--- src/rtl/alu_op_sequencer.sv ---
// alu_op_sequencer: buffers ALU commands in a FIFO, issues them one at a time, returns tagged results.
//   pulse/resetN                  clock, async active-low reset
//   cmdValid/cmdReady/cmdOpcode/cmdA/cmdB   command push port
//   aluCalculate/aluOpcode/aluOpA/aluOpB    drive to ALU core
//   aluResult/aluComplete                   from ALU core
//   resValid/resReady/resData/resOpcode/resErr  result port (resErr = timeout)
//   busy                          FIFO non-empty or FSM not idle
module alu_op_sequencer #(
    parameter int DEPTH   = 4,
    parameter int TIMEOUT = 64
) (
    input  logic        pulse,
    input  logic        resetN,
    input  logic        cmdValid,
    output logic        cmdReady,
    input  logic [3:0]  cmdOpcode,
    input  logic [7:0]  cmdA,
    input  logic [7:0]  cmdB,
    output logic        aluCalculate,
    output logic [3:0]  aluOpcode,
    output logic [7:0]  aluOpA,
    output logic [7:0]  aluOpB,
    input  logic [15:0] aluResult,
    input  logic        aluComplete,
    output logic        resValid,
    input  logic        resReady,
    output logic [15:0] resData,
    output logic [3:0]  resOpcode,
    output logic        resErr,
    output logic        busy
);
    localparam int AW = $clog2(DEPTH);
    localparam int CW = $clog2(TIMEOUT) + 1;
    localparam logic [AW:0]   FULL = (AW + 1)'(DEPTH);
    localparam logic [CW-1:0] LAST = CW'(TIMEOUT - 1);

    typedef enum logic [1:0] {IDLE, ISSUE, OUTPUT} state_t;

    state_t          state_q, state_d;
    logic [19:0]     mem_q [DEPTH];
    logic [AW-1:0]   wr_q, rd_q;
    logic [AW:0]     count_q;
    logic [CW-1:0]   cnt_q, cnt_d;
    logic [3:0]      op_q, op_d, rop_q, rop_d;
    logic [7:0]      a_q, a_d, b_q, b_d;
    logic [15:0]     data_q, data_d;
    logic            err_q, err_d;
    logic            push, pop;

    assign cmdReady     = count_q < FULL;
    assign push         = cmdValid && cmdReady;
    assign aluCalculate = state_q == ISSUE;
    assign resValid     = state_q == OUTPUT;
    assign busy         = (state_q != IDLE) || (count_q != '0);
    assign aluOpcode    = op_q;
    assign aluOpA       = a_q;
    assign aluOpB       = b_q;
    assign resData      = data_q;
    assign resOpcode    = rop_q;
    assign resErr       = err_q;

    always_ff @(posedge pulse) begin
        if (push) mem_q[wr_q] <= {cmdOpcode, cmdA, cmdB};
    end

    // A still-high aluComplete from the previous op blocks the next issue.
    always_comb begin
        state_d = state_q;
        cnt_d   = cnt_q;
        op_d    = op_q;
        a_d     = a_q;
        b_d     = b_q;
        data_d  = data_q;
        rop_d   = rop_q;
        err_d   = err_q;
        pop     = 1'b0;
        case (state_q)
            IDLE: if (count_q != '0 && !aluComplete) begin
                pop              = 1'b1;
                {op_d, a_d, b_d} = mem_q[rd_q];
                cnt_d            = '0;
                state_d          = ISSUE;
            end
            ISSUE: begin
                cnt_d = cnt_q + 1'b1;
                // completion on the timeout cycle wins over the timeout
                if (aluComplete || cnt_q == LAST) begin
                    data_d  = aluComplete ? aluResult : 16'hFFFF;
                    rop_d   = op_q;
                    err_d   = !aluComplete;
                    state_d = OUTPUT;
                end
            end
            OUTPUT: state_d = resReady ? IDLE : OUTPUT;
            default: state_d = IDLE;
        endcase
    end

    always_ff @(posedge pulse or negedge resetN) begin
        if (!resetN) begin
            state_q <= IDLE;
            wr_q    <= '0;
            rd_q    <= '0;
            count_q <= '0;
            cnt_q   <= '0;
            op_q    <= '0;
            a_q     <= '0;
            b_q     <= '0;
            data_q  <= '0;
            rop_q   <= '0;
            err_q   <= 1'b0;
        end else begin
            state_q <= state_d;
            wr_q    <= wr_q + AW'(push);
            rd_q    <= rd_q + AW'(pop);
            count_q <= count_q + (AW + 1)'(push) - (AW + 1)'(pop);
            cnt_q   <= cnt_d;
            op_q    <= op_d;
            a_q     <= a_d;
            b_q     <= b_d;
            data_q  <= data_d;
            rop_q   <= rop_d;
            err_q   <= err_d;
        end
    end
endmodule

--- config.mk ---
export PLATFORM = sky130hd
export DESIGN_NAME = alu_op_sequencer
export DESIGN_NICKNAME = d
export VERILOG_FILES = /design/src/rtl/alu_op_sequencer.sv
export SDC_FILE = /design/constraint.sdc
export NUM_CORES = 1
export LEC_CHECK = 0
export ABC_AREA = 1
export BUFFER_PORTS_ARGS = -buffer_cell sky130_fd_sc_hd__buf_4
export CAP_MARGIN = 5
export CORE_ASPECT_RATIO = 0.9
export CORE_MARGIN = 8
export CORE_UTILIZATION = 50
export CTS_CLUSTER_SIZE = 16
export DETAILED_ROUTE_END_ITERATION = 10
export PLACE_DENSITY_LB_ADDON = 0.05
export SYNTH_ARGS = -nofsm -noshare
export SYNTH_HDL_FRONTEND = slang
export SYNTH_SLANG_ARGS = --single-unit
--- constraint.sdc ---
create_clock -name pulse -period 5.3 [get_ports pulse]
set_input_delay 0.53 -clock pulse [delete_from_list [all_inputs] [get_ports pulse]]
set_output_delay 0.53 -clock pulse [all_outputs]
set_load 0.1 [all_outputs]
Word level (Yosys, flattened, before mapping)
Memories as Yosys holds them, arrays and structs flattened. A register that Yosys moved wholly into a read port is not among the register bits.
Cells that the tools add are included.

cells by class
  $add $sub $neg = 5
  multipliers = 0
  divide/modulo/power cells = 0
  magnitude comparators = 1
  equality and inequality tests = 5
  shift operators = 0
  muxes and demuxes = 11
  bitwise gates (word level) = 0
  reduce and logical (&&, ||, !) cells = 14

operators by type and width
  cell                                                                     count
  16-bit 2-to-1 mux                                                        1
  7-bit case mux with 2 select lines                                       1
  2-bit AND reduction                                                      4
  7-bit by 1-bit adder with 7-bit output, second input constant            1
  7-bit by 6-bit equality test with 1-bit output, second input constant    1
  7-bit 2-to-1 mux                                                         1
  2-bit 2-to-1 mux                                                         3
  2-bit case mux with 3 select lines                                       1
  2-bit by 1-bit adder with 2-bit output                                   2
  1-bit 2-to-1 mux                                                         4
  2-bit nonzero test                                                       2
  3-bit by 1-bit adder with 3-bit output                                   1
  3-bit < comparator, second input constant                                1
  3-bit nonzero test                                                       1
  3-bit by 1-bit subtractor with 3-bit output                              1
  2-bit by 1-bit equality test with 1-bit output, second input constant    1
  2-bit equality test, second input constant                               1
  1-bit logical AND                                                        2
  1-bit logical NOT                                                        2
  2-bit logical NOT                                                        1
  1-bit logical OR                                                         2
  2-bit by 1-bit inequality test with 1-bit output, second input constant  1
  2-bit inequality test, second input constant                             1

storage, ports and cells
  bits in registers = 37
  latch bits = 0
  bits in writable memories = 80
  ROM bits = 0
  input port bits = 41
  output and inout port bits = 45
  word-level logic and storage cells = 45
  memories = 1

memories
  memory  depth  width  read ports  clocked after Yosys merged registers in  wr ports  RTL line  source
  mem_q   4      20     1           1                                        1         40        logic [19:0] mem_q [DEPTH];

Longest topological paths before layout
  depth in word-level cells = 5
  depth in mapped cells = 11
  gate-level depth less buffers = 10

Least setup slack after synthesis
Ideal clock, no wire load.

  path kind = register to register
  start point = register count_q[2]
  end point = memory mem_q[0][0], enable pin
  arrival time = 2.762 ns
  data required time = 4.878 ns
  path slack = 2.116 ns
  stages on the path, launching flop included = 4
  buffers on the path = 0
  clock period less this slack = 3.184 ns
  cell sequence = dfrtp_1 -> inv_1 -> nand2_1 -> nor3_1

on the way
  word-level cells in the longest chain between the ends = 4

ends and longest elaborated chain
  what                                    RTL line  source
  start, declared                         42        logic [AW:0] count_q;
  start signal, assigned                  116       count_q <= count_q + (AW + 1)'(push) - (AW + 1)'(pop);
  3-bit < comparator                      50        assign cmdReady = count_q < FULL;
  via cmdReady                            15        output logic cmdReady,
  1-bit logical AND                       51        assign push = cmdValid && cmdReady;
  1-bit 2-to-1 mux                        63        if (push) mem_q[wr_q] <= {cmdOpcode, cmdA, cmdB};
  1-bit 2-to-1 mux (not written as such)  63
  end, declared                           40

The timed path passes the listed nets, and every way through them passes these cells.

Worst setup path after layout
  start point = register state_q[1]
  end point = output port aluCalculate

on the way
  word-level cells in the longest chain between the ends = 1

ends and longest elaborated chain
  what                                            RTL line  source
  start, declared                                 39        state_t state_q, state_d;
  start signal, assigned                          113       state_q <= state_d;
  2-bit by 1-bit equality test with 1-bit output  52        assign aluCalculate = state_q == ISSUE;
  end, declared                                   19        output logic aluCalculate,

Every way passes these cells.

==> flow_metrics.env <==
export IMPL_cts_tree="done"
export IMPL_track_usage_pct=17.29
export IMPL_dieHeight_um=116.7
export IMPL_n_antenna_cell=0
export IMPL_synth_warnings=0
export IMPL_clk_pin_slew_ns=0.06
export IMPL_syn_inst=506
export IMPL_fin_tns_setup_ns=0
export IMPL_grt_overflow=0
export IMPL_detail_route_wirelength_um=11880
export IMPL_grt_max_degree=63
export IMPL_cts_hold_buffers=0
export IMPL_grt_first_pass_wirelength_um=19640
export IMPL_synth_area_leaders="edfxtp_1 (43%), dfrtp_1 (25%), nand2_1 (11%)"
export IMPL_drive_gt1_share_pct=26.08
export IMPL_die_area_mm2=0.01491
export IMPL_critPathArrivalTime_ns=1.85
export IMPL_finalMaxSlewViolations=0
export IMPL_cts_sinks=137
export IMPL_rows=36
export IMPL_nNetsFinal=634
export IMPL_skew_ns=0.009771
export IMPL_final_setup_viol_count=0
export IMPL_cp_end_kind="output port"
export IMPL_slew_headroom_pct=31.86
export IMPL_crit_slowest_cell="nor2_4"
export IMPL_htree_levels=4
export IMPL_io_buffers=85
export IMPL_fin_util_pct=64.45
export IMPL_yosys_area_top_type_share_pct=42.68
export IMPL_start_kind="flip-flop"
export IMPL_final_cell_mix="nand2_1 (160), buf_4 (90), edfxtp_1 (80)"
export IMPL_met3_usage_pct=5.066
export IMPL_via_per_inst=4.947
export IMPL_dp_hpwl_um=6959
export IMPL_worstMarginPinSlew_ns=1.022
export IMPL_place_congestion=0.7826
export IMPL_avgRoutedWirePerCell_um=15.76
export IMPL_antenna_found_initial=0
export IMPL_area_growth_syn_to_layout_pct=24.81
export IMPL_hold_worst_slack_ns=0.1763
export IMPL_layout_commonest_cell="nand2_1"
export IMPL_ys_ff_latch=137
export IMPL_syn_area_per_cell_um2=11.12
export IMPL_yosysTopAreaCell="edfxtp_1"
export IMPL_cts_resized=0
export IMPL_drc_errors=0
export IMPL_status="finished, final reports clean"
export IMPL_die_w_um=127.8
export IMPL_fp_coreArea_mm2=0.01090
export IMPL_post_route_min_period_ns=2.378
export IMPL_crit_type="flip-flop to output port"
export IMPL_yosysSeqAreaShare_pct=68.02
export IMPL_yosysUniqueCellTypes=27
export IMPL_numCtsBuffers=17
export IMPL_final_hold_violation_count=0
export IMPL_ios=86
export IMPL_max_freq_mhz=420.4
export IMPL_root_buffer="clkbuf_16"
export IMPL_clockBufferDepth=2
export IMPL_synth_nets=551
export IMPL_cap_violations=0
export IMPL_syn_area_mm2=0.005629
export IMPL_vias=3730
export IMPL_antenna_left=0
export IMPL_globalRouteMet2Util_pct=28.17
export IMPL_drtIter0Drc=240
export IMPL_post_cts_buffers=0
export IMPL_use_met1_pct=20.90
export IMPL_first_pass_iters=4
export IMPL_crit_chain="nor2_4 > buf_4"
export IMPL_clock_latency_ns=0.41
export IMPL_top_usage_layer="met2"
export IMPL_path_max_fanout=30
export IMPL_period_share_pct=44.88
export IMPL_rsz0062_at_grt="false"
export IMPL_grt_pass1_vias=3868
export IMPL_start_util_pct=51.64
export IMPL_slowest_delay_ns=0.59
export IMPL_hold_class="primary input to asynchronous set/reset pin"
export IMPL_cp_required_ns=4.77
cells in the mapped netlist, drive strengths merged:
master  number
buf         19
clkbuf       7
clkinv       1
dfrtp       57
edfxtp      80
fa           1
ha           3
inv         36
nand2      165
nand3       74
nand4        1
nor2         9
nor3         4
o211ai      20
o21ai        6
o21bai       1
or2         17
xnor2        1
xor2         4
cell type report:
class / instances / area, um2
sequential: 137 / 3830
inverter: 37 / 138.9
timing repair buffer: 90 / 675.6
clock buffer: 19 / 442.9
fill: 851 / 3875
clock inverter: 13 / 239.0
multi-input combinational: 306 / 1509
tap: 152 / 190.2
cells by family (layout without fill, tap and decap cells):
family	count (synthesis)	count (layout)	share of synthesized area, %
buf+inv	63	159	5.535
simple gates	270	270	21.25
flops	137	137	68.02
compound gates	27	27	3.401
xor+xnor	5	5	0.7779
fa+ha+maj	4	4	1.023
state kept, by name, indices dropped and copies added, names as in the netlist:
register / count
resData: 16
aluOpA: 8
resErr: 1
count_q: 3
state_q: 2
mem_q: 80
cnt_q: 7
aluOpcode: 4
aluOpB: 8
rd_q: 2
resOpcode: 4
wr_q: 2
critical path: cells and delay by family (launching register included):
kind	cells	cell delay [ns]
AND/OR/NAND/NOR	1	0.59
buffers and inverters	1	0.41
flip-flops	1	0.43
routing by layer:
layer | vias up | wire [um]
met2 | 124 | 5545
met1 | 1737 | 5260
met5 | - | 0
met3 | 10 | 929
met4 | 0 | 144
li1 | 1859 | -
path summary, 6_finish.rpt:
check	startpoint	end	slack (ns)	cells after the start
setup / recovery	state_q[1]$_DFFE_PN0P_	aluCalculate	2.92	2
hold reg to reg	resData[8]$_DFFE_PN0P_	resData[8]$_DFFE_PN0P_	0.47	2
min in group pulse	resReady	state_q[1]$_DFFE_PN0P_	0.28	2
setup reg to reg	rd_q[0]$_DFF_PN0_	aluOpA[7]$_DFFE_PN0P_	2.98	5
max in group asynchronous	resetN	rd_q[0]$_DFF_PN0_	4.56	1
hold / removal	resetN	state_q[1]$_DFFE_PN0P_	0.18	1
through the flow:
step / setup slack (ns) / instance area, um2 / std cells
final: 2.922 / 7025 / 754
after floorplan: 2.116 / 5629 / 506
after global placement: 3.050 / 6344 / 722
after detailed placement: 2.992 / 6344 / 722
after CTS: 2.884 / 7025 / 754
after global routing: 2.723 / 7025 / 754
Power is left out: the tool's default activity adds up to more than one toggle a clock period on the data nets, which glitch-free logic cannot reach.
